`src/rtl/pipeline_types.sv`:
```
// rtl/pipeline_types.sv - shared types for the LED input pipeline
package pipeline_types;

  localparam int BITS_PER_PIXEL_DEFAULT = 24;

  typedef struct packed {
    logic bit_valid;
    logic bit_value;
    logic latch;
    logic sym_error;
  } shift_reg_input_t;

  typedef enum logic [1:0] {
    IDLE    = 2'd0,
    SHIFT   = 2'd1,
    HOLD    = 2'd2,
    DISCARD = 2'd3
  } pixel_sr_state_t;

endpackage

```
`src/rtl/pixel_shift_reg.sv`:
```
// rtl/pixel_shift_reg.sv - captures the first pixel of each frame and commits it on a clean latch
module pixel_shift_reg
  import pipeline_types::*;
#(
  parameter int BITS_PER_PIXEL = BITS_PER_PIXEL_DEFAULT,
  parameter int PASSTHRU_W     = 16
) (
  input  logic                      i_clk,
  input  logic                      i_reset,
  input  shift_reg_input_t          i_shift_reg,
  output logic [BITS_PER_PIXEL-1:0] o_grb,
  output logic                      o_latch,
  output logic                      o_frame_error,
  output logic [PASSTHRU_W-1:0]     o_passthru_cnt,
  output logic                      o_busy
);

  localparam int CNT_W = $clog2(BITS_PER_PIXEL + 1);
  localparam logic [CNT_W-1:0] FULL_CNT = CNT_W'(BITS_PER_PIXEL);

  pixel_sr_state_t           r_state;
  logic [CNT_W-1:0]          r_bit_cnt;
  logic [BITS_PER_PIXEL-1:0] r_shift;
  logic [PASSTHRU_W-1:0]     r_acc;

  pixel_sr_state_t           w_state_nxt;
  logic [CNT_W-1:0]          w_bit_cnt_nxt;
  logic [CNT_W-1:0]          w_bit_cnt_inc;
  logic [BITS_PER_PIXEL-1:0] w_shift_nxt;
  logic [BITS_PER_PIXEL-1:0] w_shift_in;
  logic [PASSTHRU_W-1:0]     w_acc_nxt;
  logic                      w_commit;
  logic                      w_frame_err;

  // Shift by operator rather than slice so a one-bit pixel still elaborates.
  assign w_shift_in    = (r_shift << 1) | BITS_PER_PIXEL'(i_shift_reg.bit_value);
  assign w_bit_cnt_inc = r_bit_cnt + CNT_W'(1);

  always_comb begin
    w_state_nxt   = r_state;
    w_bit_cnt_nxt = r_bit_cnt;
    w_shift_nxt   = r_shift;
    w_acc_nxt     = r_acc;
    w_commit      = 1'b0;
    w_frame_err   = 1'b0;
    unique case (r_state)
      IDLE: begin
        if (i_shift_reg.latch) begin
          w_state_nxt = IDLE;
        end else if (i_shift_reg.sym_error) begin
          w_state_nxt = DISCARD;
        end else if (i_shift_reg.bit_valid) begin
          w_shift_nxt   = w_shift_in;
          w_bit_cnt_nxt = CNT_W'(1);
          w_state_nxt   = (FULL_CNT == CNT_W'(1)) ? HOLD : SHIFT;
        end
      end
      SHIFT: begin
        if (i_shift_reg.latch) begin
          w_frame_err   = 1'b1;
          w_bit_cnt_nxt = '0;
          w_acc_nxt     = '0;
          w_state_nxt   = IDLE;
        end else if (i_shift_reg.sym_error) begin
          w_state_nxt = DISCARD;
        end else if (i_shift_reg.bit_valid) begin
          w_shift_nxt   = w_shift_in;
          w_bit_cnt_nxt = w_bit_cnt_inc;
          if (w_bit_cnt_inc == FULL_CNT) begin
            w_state_nxt = HOLD;
          end
        end
      end
      HOLD: begin
        if (i_shift_reg.latch) begin
          w_commit      = 1'b1;
          w_bit_cnt_nxt = '0;
          w_acc_nxt     = '0;
          w_state_nxt   = IDLE;
        end else if (i_shift_reg.sym_error) begin
          w_state_nxt = DISCARD;
        end else if (i_shift_reg.bit_valid && (r_acc != '1)) begin
          w_acc_nxt = r_acc + PASSTHRU_W'(1);
        end
      end
      DISCARD: begin
        if (i_shift_reg.latch) begin
          w_frame_err   = 1'b1;
          w_bit_cnt_nxt = '0;
          w_acc_nxt     = '0;
          w_state_nxt   = IDLE;
        end
      end
      default: w_state_nxt = IDLE;
    endcase
  end

  always_ff @(posedge i_clk) begin
    if (i_reset) begin
      r_state        <= IDLE;
      r_bit_cnt      <= '0;
      r_shift        <= '0;
      r_acc          <= '0;
      o_grb          <= '0;
      o_latch        <= 1'b0;
      o_frame_error  <= 1'b0;
      o_passthru_cnt <= '0;
      o_busy         <= 1'b0;
    end else begin
      r_state       <= w_state_nxt;
      r_bit_cnt     <= w_bit_cnt_nxt;
      r_shift       <= w_shift_nxt;
      r_acc         <= w_acc_nxt;
      o_latch       <= w_commit;
      o_frame_error <= w_frame_err;
      o_busy        <= (w_state_nxt != IDLE);
      if (w_commit) begin
        o_grb          <= r_shift;
        o_passthru_cnt <= r_acc;
      end
    end
  end

endmodule

```
`config.mk`:
```
export PLATFORM = sky130hd
export DESIGN_NAME = pixel_shift_reg
export DESIGN_NICKNAME = d
export VERILOG_FILES = /design/src/rtl/pipeline_types.sv /design/src/rtl/pixel_shift_reg.sv
export SDC_FILE = /design/constraint.sdc
export NUM_CORES = 1
export LEC_CHECK = 0
export CORE_ASPECT_RATIO = 0.9
export CORE_MARGIN = 2
export CORE_UTILIZATION = 39
export DETAILED_ROUTE_END_ITERATION = 6
export GPL_ROUTABILITY_DRIVEN = 0
export PLACE_DENSITY_LB_ADDON = 0.1
export RECOVER_POWER = 25
export SLEW_MARGIN = 5
export SYNTH_ARGS = -nofsm -noshare
export SYNTH_HDL_FRONTEND = slang
export SYNTH_SLANG_ARGS = --single-unit
```
`constraint.sdc`:
```
create_clock -name i_clk -period 4.85 [get_ports i_clk]
set_input_delay 0.7275 -clock i_clk [delete_from_list [all_inputs] [get_ports i_clk]]
set_output_delay 0.7275 -clock i_clk [all_outputs]
set_load 0.005 [all_outputs]
```
Yosys cells after proc, flatten, opt, wreduce, memory -nomap -nowiden --
Index checks and enable logic that the tools add are counted.
Word-level totals: register bits 90, bits of input ports 6, output and inout bits 43, word-level logic and storage cells 66
Cells by class: add/subtract/negate cells 2, eq/ne operators 14, mux-type cells 26, bitwise gates (word level) 4, reduce and logical (&&, ||, !) cells 11
Operators with widths (count):
- $mux W16 | 4
- $mux W5 | 7
- $pmux W16 S2 | 1
- $or A24 B1 Y24 | 1
- $mux W2 | 10
- $add A16 B1 Y16 const B | 1
- $ne A16 B16 Y1 const B | 1
- $pmux W5 S3 | 1
- $ne A3 B3 Y1 const B | 4
- $pmux W2 S4 | 1
- $reduce_and A4 Y1 | 2
- $reduce_or A2 Y1 | 4
- $ne A2 B2 Y1 const B | 3
- $reduce_and A6 Y1 | 1
- $add A5 B1 Y5 const B | 1
- $eq A5 B5 Y1 const B | 1
- $eq A2 B2 Y1 const B | 2
- $ne A2 B1 Y1 const B | 2
- $reduce_bool A2 Y1 | 2
- $not A1 Y1 | 3
- $eq A2 B1 Y1 const B | 1
- $logic_not A2 Y1 | 1
- $mux W1 | 2
- $logic_and A1 B1 Y1 | 1

Longest topological paths before layout --
depth in word-level cells 8, depth in mapped cells 7, mapped depth without buffers 6

Worst setup path before layout --
OpenSTA, ideal clock, no wires.
path type input to register, start input i_shift_reg[1] (netlist bit), end register r_bit_cnt[4], data arrival time 2.053 ns, data required time 4.780 ns, setup slack 2.726 ns, stages on the path 5, cells stage by stage buf_2 nor4b_4 nor2_2 or4_1 a21oi_1
On the way: word-level cells in the longest chain between the ends 2, elaborated cells on any way between the ends 7
RTL lines:
- start, declared | line pixel_shift_reg.sv:10 | input shift_reg_input_t i_shift_reg,
- $ne A3 B3 Y1 (no line), or another cell as far along
- $reduce_and A6 Y1 (no line) / $pmux W5 S3 (equally long branches)
- end signal, assigned | line pixel_shift_reg.sv:111 | r_bit_cnt <= w_bit_cnt_nxt;
- end, declared | line pixel_shift_reg.sv:22 | logic [CNT_W-1:0] r_bit_cnt;
Several ways; a longest one is shown, not always the timed one. A chain may end at the register's enable or synchronous reset.

Worst setup path after layout --
start input i_shift_reg[1] (netlist bit), end register r_acc[9]
On the way: word-level cells in the longest chain between the ends 2, elaborated cells on any way between the ends 6
RTL lines:
- $ne A3 B3 Y1 (no line), or another cell as far along
- $reduce_and A4 Y1 (no line) / $pmux W16 S2 (equally long branches)
- end signal, assigned | line pixel_shift_reg.sv:113 | r_acc <= w_acc_nxt;
- end, declared | line pixel_shift_reg.sv:24 | logic [PASSTHRU_W-1:0] r_acc;
Several ways; a longest one is shown, not always the timed one.

==> run metrics <==
status completed; CP endpoint kind register; I/O pin cnt 49; number of synthesized flops with an enable pin 0; total global routing overflow 0; Reg clk slew, reported paths 90 ps; ys async rst share 0%; Clock Latency Late Sink 360 ps; # fillers 966; setup slack after layout 2170 ps; CP Launch Type input port; CP Capture Point r_acc[9]; clk_skew 9.19 ps; Synth cell types 44; cts hold-fix bufs 0; global-route wire length before repair 13800 um; Total Wirelength 8260 um; router iterations before antenna repair 4; crit path kind input port to register; # diodes 0; Worst Setup SP i_shift_reg[1]; pin count of the biggest net entering global routing 82; Port Buffers 48; Clock power frac 41.1%; Mapped Cells 454; post-DP HPWL 5380 um; hold path start o_grb[20]; Max Slew Vio Count 0; core footprint 9000 sq um; Gate power share 4.0%; Reg2Reg Depth 6; vias post-DR 3156; post-route antenna net violation count 0; via/cell ratio 5.14; RSZ-0062 raised after global routing false; vias in the first global route 2895; worst-margin pin slew 816 ps; YS warnings 0; Final #Nets 496; Post-DP Area 4110 sq um; Synth Area per Inst 7.86 sq um; Internal 0.00105 W; most frequent cells in the layout nand2_1 (143), dfxtp_1 (90), a21oi_1 (81); Initial Util 39.6%; CTS tree yes; H-tree levels 3; # setup viols final 0; reg2reg end r_acc[10]; Crit path required time 5130 ps; synthesized cell area 3570 sq um; Rows 33; Wirelength per Cell 13.4 um; Final Hold Viols 0; global-route usage over all layers 17.3%; Seq cells post-synth 90; CTS Root Cell clkbuf_8; Post-CTS Repair Setup Buffers 0; CP max FO 16; die height 94.7 um; fmax 373 MHz; slowest cell on the critical path dlygate4sd3_1; width of the die 105 um; switching part of the total 23.0%; deepest clock path buffer count 2; sequential fraction of the synthesis area 50.5%; power density cells 314 nW/um^2; Leak 1.51 nW; setup TNS 0 ps; ys flop type dfxtp_1; RR Startpoint r_acc[0]; Tot Pwr 0.00136 W; Clock Sinks 90; Max IR drop VDD 0.000152 V; DIE AREA 9930 sq um; number of max-cap violations 0; antenna violations before repair 0; most common cell after layout, fill and taps aside nand2_1; Rel. slew slack 45.1%; Seq pwr share 54.9%; worst min path class register to register; TritonCTS Buffers 9; Area growth, synth to finish 21.2%; Residual DRC 0; Arr. time, crit path 2960 ps; final period utilization 55.3%; Place WS 1800 ps; crit-path max cell delay 770 ps; Final Instance Area 4330 sq um; post-CTS sizing 0; final hold slack 454 ps; setup slack, reg-to-reg 2610 ps; Post-Syn Nets 462; share of layout cells above drive strength 1 5.49%; Initial DRC Count 186; min Tclk post-route 2680 ps; NetSw 0.000313 W; worst path cell trace dlygate4sd3_1 -> nor3_4 -> nand2_1 -> a21oi_1 -> nand4_1 -> o21ai_0
## Yosys cell counts (2+ instances only)
master	n	area, sq um
a211o_1	2	17.5
a21o_1	5	37.5
a21oi_1	81	405
a31oi_1	3	18.8
and3_1	6	37.5
buf_2	4	20.0
clkbuf_1	24	90.1
dfxtp_1	90	1800
ha_1	2	25.0
inv_1	4	15.0
nand2_1	143	537
nand2b_1	3	18.8
nand3_1	15	75.1
nand3b_1	2	15.0
nand4_1	3	18.8
nor2_1	10	37.5
nor2b_1	3	18.8
nor3_1	10	50.1
nor4_1	2	12.5
o21ai_0	15	75.1
or2_2	2	12.5
or4_1	3	22.5
## area by class of cell
class,count,area (sq um),area share [%]
Clock buffer,9,124,2.86
Clock inverter,6,90.1,2.08
Inverter,4,15.0,0.347
Multi-Input combinational cell,332,1640,38.0
Sequential cell,90,1800,41.7
Tap cell,122,153,3.53
Timing Repair Buffer,51,498,11.5
## registers in the layout, indices dropped and copies added (netlist names)
register and flops:
o_busy 1, o_frame_error 1, o_grb 24, o_latch 1, o_passthru_cnt 16, r_acc 16, r_bit_cnt 5, r_shift 24
r_state 2
## how the worst min path moves through the flow
stage                                   end  slack, ps  cells past startpoint
after floorplan                   o_grb[23]        430                      2
after global placement    o_passthru_cnt[8]        440                      2
after detailed placement          o_grb[15]        450                      2
after CTS                         o_grb[20]        460                      2
after global routing              o_grb[20]        470                      2
final                             o_grb[20]        450                      2
## stage by stage
stage | cells | util, %
detailed placement | 599 | 45.7
global placement | 599 | 45.7
global route | 614 | 48.1
floorplan | 454 | -
CTS | 614 | 48.1
finish | 614 | 48.1
## layer usage
layer  vias to the layer above  GRT usage, %  part of all wire (%)
met5                         -             0                     0
met4                         0          5.00                   1.2
li1                       1619             -                     -
met2                        75          26.5                    42
met1                      1453          24.5                    53
met3                         9          3.93                   4.4
## cell families (layout without fill, tap and decap cells)
kind of cell | count (synthesis) | in the layout | share of synthesized area (%)
simple gates | 213 | 213 | 27.3
compound gates | 117 | 117 | 18.0
flops | 90 | 90 | 50.5
buf+inv | 32 | 70 | 3.51
fa+ha+maj | 2 | 2 | 0.701
## critical path, delay by kind of cell
kind / cells / cell delay, ps
buffers and inverters: 1 / 770
AOI/OAI and AO/OA: 2 / 660
and+or+nand+nor: 3 / 800
## power groups by stage
stage / combinational, W / clock [W] / sequential [W]
floorplan: 0.0000420 / 0 / 0.000760
global placement: 0.0000555 / 0 / 0.000763
detailed placement: 0.0000556 / 0 / 0.000763
CTS: 0.0000558 / 0.000574 / 0.000746
global route: 0.0000606 / 0.000598 / 0.000747
finish: 0.0000546 / 0.000558 / 0.000746
Power figures use the tool's default switching activity.
